[src/rtl/calc_controller.sv]
// Sequencing FSM for the 8-bit four-function calculator: walks A / op / B entry,
// launches the AU with a watchdog, and drives the output unit and error code.
module calc_controller #(
   parameter int AU_TIMEOUT = 32
) (
   input  logic       CLK,
   input  logic       CLR,
   input  logic       Enter,
   input  logic       ClearKey,
   input  logic [1:0] Op,
   input  logic       BZero,
   input  logic       AUDone,
   output logic       LoadA,
   output logic       LoadOp,
   output logic       LoadB,
   output logic       AUStart,
   output logic [1:0] OpSel,
   output logic       IUAU,
   output logic       LoadOU,
   output logic       ClearOU,
   output logic [1:0] Error,
   output logic [2:0] State
);

   typedef enum logic [2:0] {
      S_A    = 3'd0,
      S_OP   = 3'd1,
      S_B    = 3'd2,
      S_LDB  = 3'd3,
      S_CHK  = 3'd4,
      S_RUN  = 3'd5,
      S_SHOW = 3'd6,
      S_ERR  = 3'd7
   } state_t;

   state_t     state, nxt;
   logic       enter_q, ck_q, rise;
   logic [7:0] cnt;

   assign rise  = Enter & ~enter_q;
   assign State = state;

   always_comb begin
      nxt = state;
      unique case (state)
         S_A:    if (rise) nxt = S_OP;
         S_OP:   if (rise) nxt = S_B;
         S_B:    if (rise) nxt = S_LDB;
         S_LDB:  nxt = S_CHK;
         S_CHK:  nxt = (OpSel == 2'b11 && BZero) ? S_ERR : S_RUN;
         S_RUN:  begin
            // completion beats the watchdog when both land in the same cycle
            if (AUDone)                               nxt = S_SHOW;
            else if (cnt == 8'(AU_TIMEOUT - 1))       nxt = S_ERR;
         end
         S_SHOW: if (rise) nxt = S_A;
         S_ERR:  if (rise) nxt = S_A;
         default: nxt = S_A;
      endcase
      if (ClearKey) nxt = S_A;
   end

   // Outputs are registered from the next state so they line up with State.
   always_ff @(posedge CLK or posedge CLR) begin
      if (CLR) begin
         state   <= S_A;
         enter_q <= 1'b1;
         ck_q    <= 1'b0;
         cnt     <= 8'd0;
         LoadA   <= 1'b0;
         LoadOp  <= 1'b0;
         LoadB   <= 1'b0;
         AUStart <= 1'b0;
         OpSel   <= 2'b00;
         IUAU    <= 1'b0;
         LoadOU  <= 1'b0;
         ClearOU <= 1'b0;
         Error   <= 2'b00;
      end else begin
         state   <= nxt;
         enter_q <= Enter;
         ck_q    <= ClearKey;
         cnt     <= (state == S_RUN) ? cnt + 8'd1 : 8'd0;
         LoadA   <= (nxt == S_OP)  && (state != S_OP);
         LoadOp  <= (nxt == S_B)   && (state != S_B);
         LoadB   <= (nxt == S_LDB) && (state != S_LDB);
         AUStart <= (nxt == S_RUN) && (state != S_RUN);
         IUAU    <= (nxt == S_RUN) || (nxt == S_SHOW) || (nxt == S_ERR);
         LoadOU  <= (nxt == S_A) || (nxt == S_B) ||
                    ((nxt == S_SHOW) && (state != S_SHOW));
         // a held ClearKey pulses the output-unit clear only on its leading edge
         ClearOU <= (ClearKey & ~ck_q) ||
                    ((nxt == S_A) && ((state == S_SHOW) || (state == S_ERR)));
         if (ClearKey)
            OpSel <= 2'b00;
         else if (state == S_OP && rise)
            OpSel <= Op;
         if (ClearKey)
            Error <= 2'b00;
         else if (state == S_CHK && nxt == S_ERR)
            Error <= 2'b01;
         else if (state == S_RUN && nxt == S_ERR)
            Error <= 2'b10;
         else if (state == S_ERR && nxt == S_A)
            Error <= 2'b00;
      end
   end

endmodule

[config.mk]
export PLATFORM = sky130hd
export DESIGN_NAME = calc_controller
export DESIGN_NICKNAME = d
export VERILOG_FILES = /design/src/rtl/calc_controller.sv
export SDC_FILE = /design/constraint.sdc
export NUM_CORES = 1
export LEC_CHECK = 0
export BUFFER_PORTS_ARGS = -buffer_cell sky130_fd_sc_hd__buf_2
export CAP_MARGIN = 20
export CORE_MARGIN = 8
export CORE_UTILIZATION = 57
export CTS_CLUSTER_SIZE = 24
export DETAILED_ROUTE_END_ITERATION = 8
export PLACE_DENSITY = 0.83
export SETUP_SLACK_MARGIN = 0.5
export SYNTH_ARGS = -nofsm -noshare
export SYNTH_HDL_FRONTEND = slang
export SYNTH_SLANG_ARGS = --single-unit
[constraint.sdc]
create_clock -name CLK -period 5 [get_ports CLK]
set_input_delay 1 -clock CLK [delete_from_list [all_inputs] [get_ports CLK]]
set_output_delay 1 -clock CLK [all_outputs]
set_load 0.1 [all_outputs]
=== Yosys cells after proc, flatten, opt, wreduce, memory -nomap -nowiden ===
Cells that the tools add are included.

* Bitwise logic cells: 4
* Multiplexer cells: 16
* Add/subtract/negate cells: 1
* Reductions and logical operators: 22
* Equality and inequality tests: 20

{| class="wikitable"
|+ Operator list
! kind !! number
|-
| $eq 3x3->1 const B || 7
|-
| $mux 3 || 7
|-
| $pmux 3 s7 || 1
|-
| $mux 2 || 7
|-
| $eq 3x2->1 const B || 4
|-
| $logic_and 1x1->1 || 11
|-
| $add 8x1->8 const B || 1
|-
| $eq 8x5->1 const B || 1
|-
| $mux 8 || 1
|-
| $eq 3x1->1 const B || 2
|-
| $logic_not 3->1 || 2
|-
| $logic_or 1x1->1 || 6
|-
| $ne 3x2->1 const B || 2
|-
| $ne 3x3->1 const B || 2
|-
| $reduce_bool 4->1 || 1
|-
| $ne 3x1->1 const B || 1
|-
| $and 1x1->1 || 2
|-
| $eq 2x2->1 const B || 1
|-
| $not 1->1 || 2
|-
| $reduce_bool 2->1 || 1
|-
| $reduce_or 2->1 || 1
|}

* Bits in registers: 24
* Output and inout port bits: 14
* Word-level logic and storage cells: 76
* Bits of input ports: 8

=== Longest topological paths before layout ===
* Depth in word-level cells: 11
* Gate-level depth with buffers: 6
* Gate-level depth less buffers: 5

=== Least setup slack after synthesis ===
OpenSTA, ideal clock, no wires.

* Path type: register to register
* Start: reg state[2] (netlist: State[2])
* End: reg Error[0]
* Library setup time: 120 ps
* Path slack: 2829 ps
* Stages on the path, launching flop included: 6
* Arrival: 2051 ps
* Required time: 4880 ps
* Cell sequence: dfrtp_1 -> clkbuf_1 -> buf_4 -> nand3b_1 -> a311o_1 -> a31o_1

* Word-level cells in the longest chain between the ends: 9
* Elaborated cells between the ends (all ways): 26
* Classes of those cells: eq/ne: 8; mux: 11; reduce/logical: 7

{| class="wikitable"
|+ RTL lines
! item !! RTL line !! RTL
|-
| start, declared || 36 || <nowiki>state_t state, nxt;</nowiki>
|-
| start signal, assigned || 80 || <nowiki>state <= nxt;</nowiki>
|-
| $eq 3x3->1, or another cell as far along || 45 || <nowiki>unique case (state)</nowiki>
|-
| $reduce_or 2->1 (no source line) / $mux 3 (equally long branches) || n/a ||
|-
| $pmux 3 s7 || 45 ||
|-
| $mux 3 || 60 || <nowiki>if (ClearKey) nxt = S_A;</nowiki>
|-
| $eq 3x3->1 || 100, 102 ||
|-
| $logic_and 1x1->1 || 102 || <nowiki>else if (state == S_RUN && nxt == S_ERR)</nowiki>
|-
| $mux 2 || 102 ||
|-
| $mux 2 || 100 || <nowiki>else if (state == S_CHK && nxt == S_ERR)</nowiki>
|-
| $mux 2 || 98 || <nowiki>if (ClearKey)</nowiki>
|-
| end signal, assigned || 99 || <nowiki>Error <= 2'b00;</nowiki>
|-
| end signal, assigned || 101 || <nowiki>Error <= 2'b01;</nowiki>
|-
| end signal, assigned || 103 || <nowiki>Error <= 2'b10;</nowiki>
|-
| end, declared || 21 || <nowiki>output logic [1:0] Error,</nowiki>
|}

Several ways; a longest one is shown, not always the timed one.
A chain may end at the register's enable or synchronous reset.

=== Final worst setup path ===
* Start: reg state[2] (netlist: State[2])
* End: out State[2]

{| class="wikitable"
|+ RTL lines
! item !! RTL line !! RTL
|-
| end, declared || 22 || <nowiki>output logic [2:0] State</nowiki>
|}

No word-level cell between the ends.

==> key figures <==
Pwr
  – Sw Pwr: 105 uW
  – Worst VDD drop: 233 uV
  – Clk pwr share: 28.4%
  – Seq pwr share: 56.7%
  – Power density over cell area: 273 nW/um^2
  – Static Leakage: 0.621 nW
  – Switching Fraction: 29.2%
  – P_int: 254 uW
  – Combinational power share: 14.9%

STA
  – Final Hold Vio Count: 0
  – Clock Skew: 0.00707 ns
  – Final Max Tran Viols: 0
  – RSZ-0062 raised after global routing: no
  – Worst relative slew slack: 42.0%
  – Final Cycle Share: 51.2%
  – Final setup vio count: 0
  – Setup tns final: 0 ns
  – Final min period: 2.56 ns
  – Final setup margin: 2.44 ns
  – Fmax: 391 MHz
  – Slew @ Worst Pin: 0.869 ns

Placement
  – HPWL after DPL: 1730 um
  – Routability Congestion: 0.825
  – Placed insts: 152
  – PortBufs: 21
  – Pre-CTS WS: 2.74 ns

Detailed routing
  – Final ANT Viol Nets: 0
  – Routed wire length: 2340 um
  – Initial DRT Pass Iterations: 4
  – DR vias: 908
  – Vias/cell: 5.82
  – DR WL/cell: 15.0 um
  – Iter 0 DRT Violations: 37
  – Drt drc: 0

Global route
  – Vias in the first global route: 927
  – First-pass GRT wire length: 4180 um
  – Initial antenna violation count: 0
  – Global route total overflow: 0
  – GRT Util Overall: 14.5%
  – Largest net degree at the start of global routing: 25

Clocking
  – Post-cts resize count: 0
  – CTS buffer count: 3
  – Clk sink count: 24
  – Post-CTS Setup Bufs: 0
  – Bufs on Longest Clock Path: 2
  – CTS Hold Buffers Added: 0
  – H-tree depth: 1
  – CTS tree: built
  – Clock Latency Late Sink: 0.32 ns
  – CTS Root Cell: clkbuf_4
  – Worst-path clk slew: 0.12 ns

Synth
  – Post-synthesis sequential area ratio: 51.2%
  – Async SR Flop Fraction: 100%
  – Post-synthesis cell count: 111
  – Cell variety after synth: 40
  – Avg Cell Area, Syn: 10.6 sq um
  – Mapped cell area: 1180 sq um
  – Synth warn: 0
  – Post-synth EDFFs: 0
  – Mapped Nets: 120
  – Ys flop type: dfrtp_1
  – Post-synthesis register bit count: 24

Critical path
  – CP Max Fanout: 17
  – Crit path launch type: flop
  – Flop2flop setup slack: 3.03 ns
  – Crit Path Class: flop to output pin
  – Crit path DAT: 1.56 ns
  – Worst-path cell chain: buf_2
  – Reg2reg end: Error[0]
  – Cell count of the worst reg-to-reg path: 4
  – CP required: 4.00 ns
  – Buffer and inverter count on the worst path: 1
  – CP delay by family, top: flip-flops
  – FF-to-FF Start: State[0]
  – CP endpoint kind: output pin
  – CP max stage cell: dfrtp_1
  – Worst path max stage delay: 0.71 ns

Outcome
  – Status: finished, final reports clean

Cells and area
  – Ratio of cells with drive above 1 in the final layout: 24.8%
  – Antenna Cells: 0
  – Nets: 139
  – Fin cells: 156
  – P&R area growth vs syn: 11.7%

Floorplanning
  – Starting Density: 59.9%
  – Die area: 3770 sq um
  – IO Count: 22
  – Core Rows: 16
  – Die width: 61.4 um
  – Total core area: 1960 sq um
  – DIE HEIGHT: 61.4 um

Worst hold path
  – Worst hold path class: flop to flop
  – Hold depth: 1
  – Worst Hold Endpoint: ClearOU
  – Hold Path Origin: ck_q

Run
  – Max Cap Violations: 0
[power groups by stage]
stage	clock (mW)	combinational, mW	sequential [mW]
floorplan	0	0.0208	0.229
global placement	0	0.0526	0.207
detailed placement	0	0.0534	0.207
CTS	0.104	0.0535	0.203
global route	0.112	0.0569	0.204
finish	0.102	0.0533	0.203
[registers in the layout, indices dropped and copies added, names as in the netlist, 2 cells and up]
name   flops
State      3
OpSel      2
cnt        8
Error      2
[placed cells by master, fill, tap and decap left out, drive strengths merged, types with 2 or more instances in the layout]
| cell type | instances |
|---|---|
| a21oi | 8 |
| a31oi | 2 |
| a41oi | 2 |
| and2 | 2 |
| buf | 21 |
| clkbuf | 4 |
| dfrtp | 23 |
| inv | 4 |
| nand2 | 8 |
| nand2b | 3 |
| nand3 | 6 |
| nand3b | 2 |
| nand4 | 3 |
| nor2 | 8 |
| nor2b | 3 |
| nor3 | 4 |
| xnor2 | 2 |
| xor2 | 5 |
[cells in the mapped netlist, drive strengths merged, types with 2 or more instances]
cell type | instances | area, sq um
dfrtp | 23 | 576
buf | 3 | 22.5
and2 | 2 | 12.5
a31oi | 2 | 12.5
inv | 4 | 15.0
a21oi | 8 | 40.0
nand3b | 2 | 15.0
a41oi | 2 | 17.5
nand2b | 3 | 18.8
xor2 | 5 | 43.8
nand4 | 3 | 18.8
nand2 | 8 | 30.0
nand3 | 6 | 30.0
clkbuf | 4 | 15.0
nor2b | 3 | 18.8
nor2 | 8 | 30.0
nor3 | 4 | 20.0
xnor2 | 2 | 17.5
[per-stage QoR]
stage                     total power, mW  util, %  hold WS [ns]  instance area, sq um
final                               0.358     67.0         0.442                  1310
after global routing                0.373     67.0         0.477                  1310
after CTS                           0.360     67.0         0.447                  1310
after detailed placement            0.260     65.1         0.429                  1280
after global placement              0.259     65.1         0.406                  1280
after floorplan                     0.249        -         0.395                  1180
[cell type report]
| type | instances | area (sq um) |
|---|---|---|
| fill | 166 | 648 |
| clock buffer | 4 | 36.3 |
| multi-input combinational | 75 | 517 |
| timing repair buffer | 21 | 105 |
| sequential | 24 | 602 |
| inverter | 5 | 20.0 |
| tap | 27 | 33.8 |
[worst max path at each step]
stage	startpoint	endpoint	cells past startpoint
global placement	Enter	IUAU	6
CTS	State[2]	State[2]	1
floorplan	State[2]	Error[0]	5
finish	State[2]	State[2]	1
global route	State[2]	State[2]	1
detailed placement	Enter	IUAU	6
[kinds of logic (layout without fill, tap and decap cells)]
logic type / count (synthesis) / after routing / synth area share [%]
compound gates: 22 / 22 / 14.5
buf+inv: 12 / 30 / 4.89
fa+ha+maj: 1 / 1 / 1.06
simple gates: 45 / 45 / 23.2
xor+xnor: 7 / 7 / 5.21
flops: 24 / 24 / 51.2
[per-layer routing]
| layer | part of all wire (%) | routed length (um) | GRT usage [%] | vias up |
|---|---|---|---|---|
| met3 | 5.5 | 128 | 3.34 | 4 |
| li1 | - | - | - | 428 |
| met2 | 49 | 1160 | 23.9 | 27 |
| met4 | 1.6 | 38 | 5.84 | 0 |
| met1 | 43 | 1020 | 17.9 | 449 |
| met5 | 0 | 0 | 0 | - |
[worst register-to-register path, cell delays in order, from the launching register on]
cell and delay [ns]:
dfrtp_1 0.60, nor2b_1 0.49, nand3b_1 0.19, a311o_1 0.38, a31o_1 0.21
No activity file was read; power rests on OpenSTA's default activity.
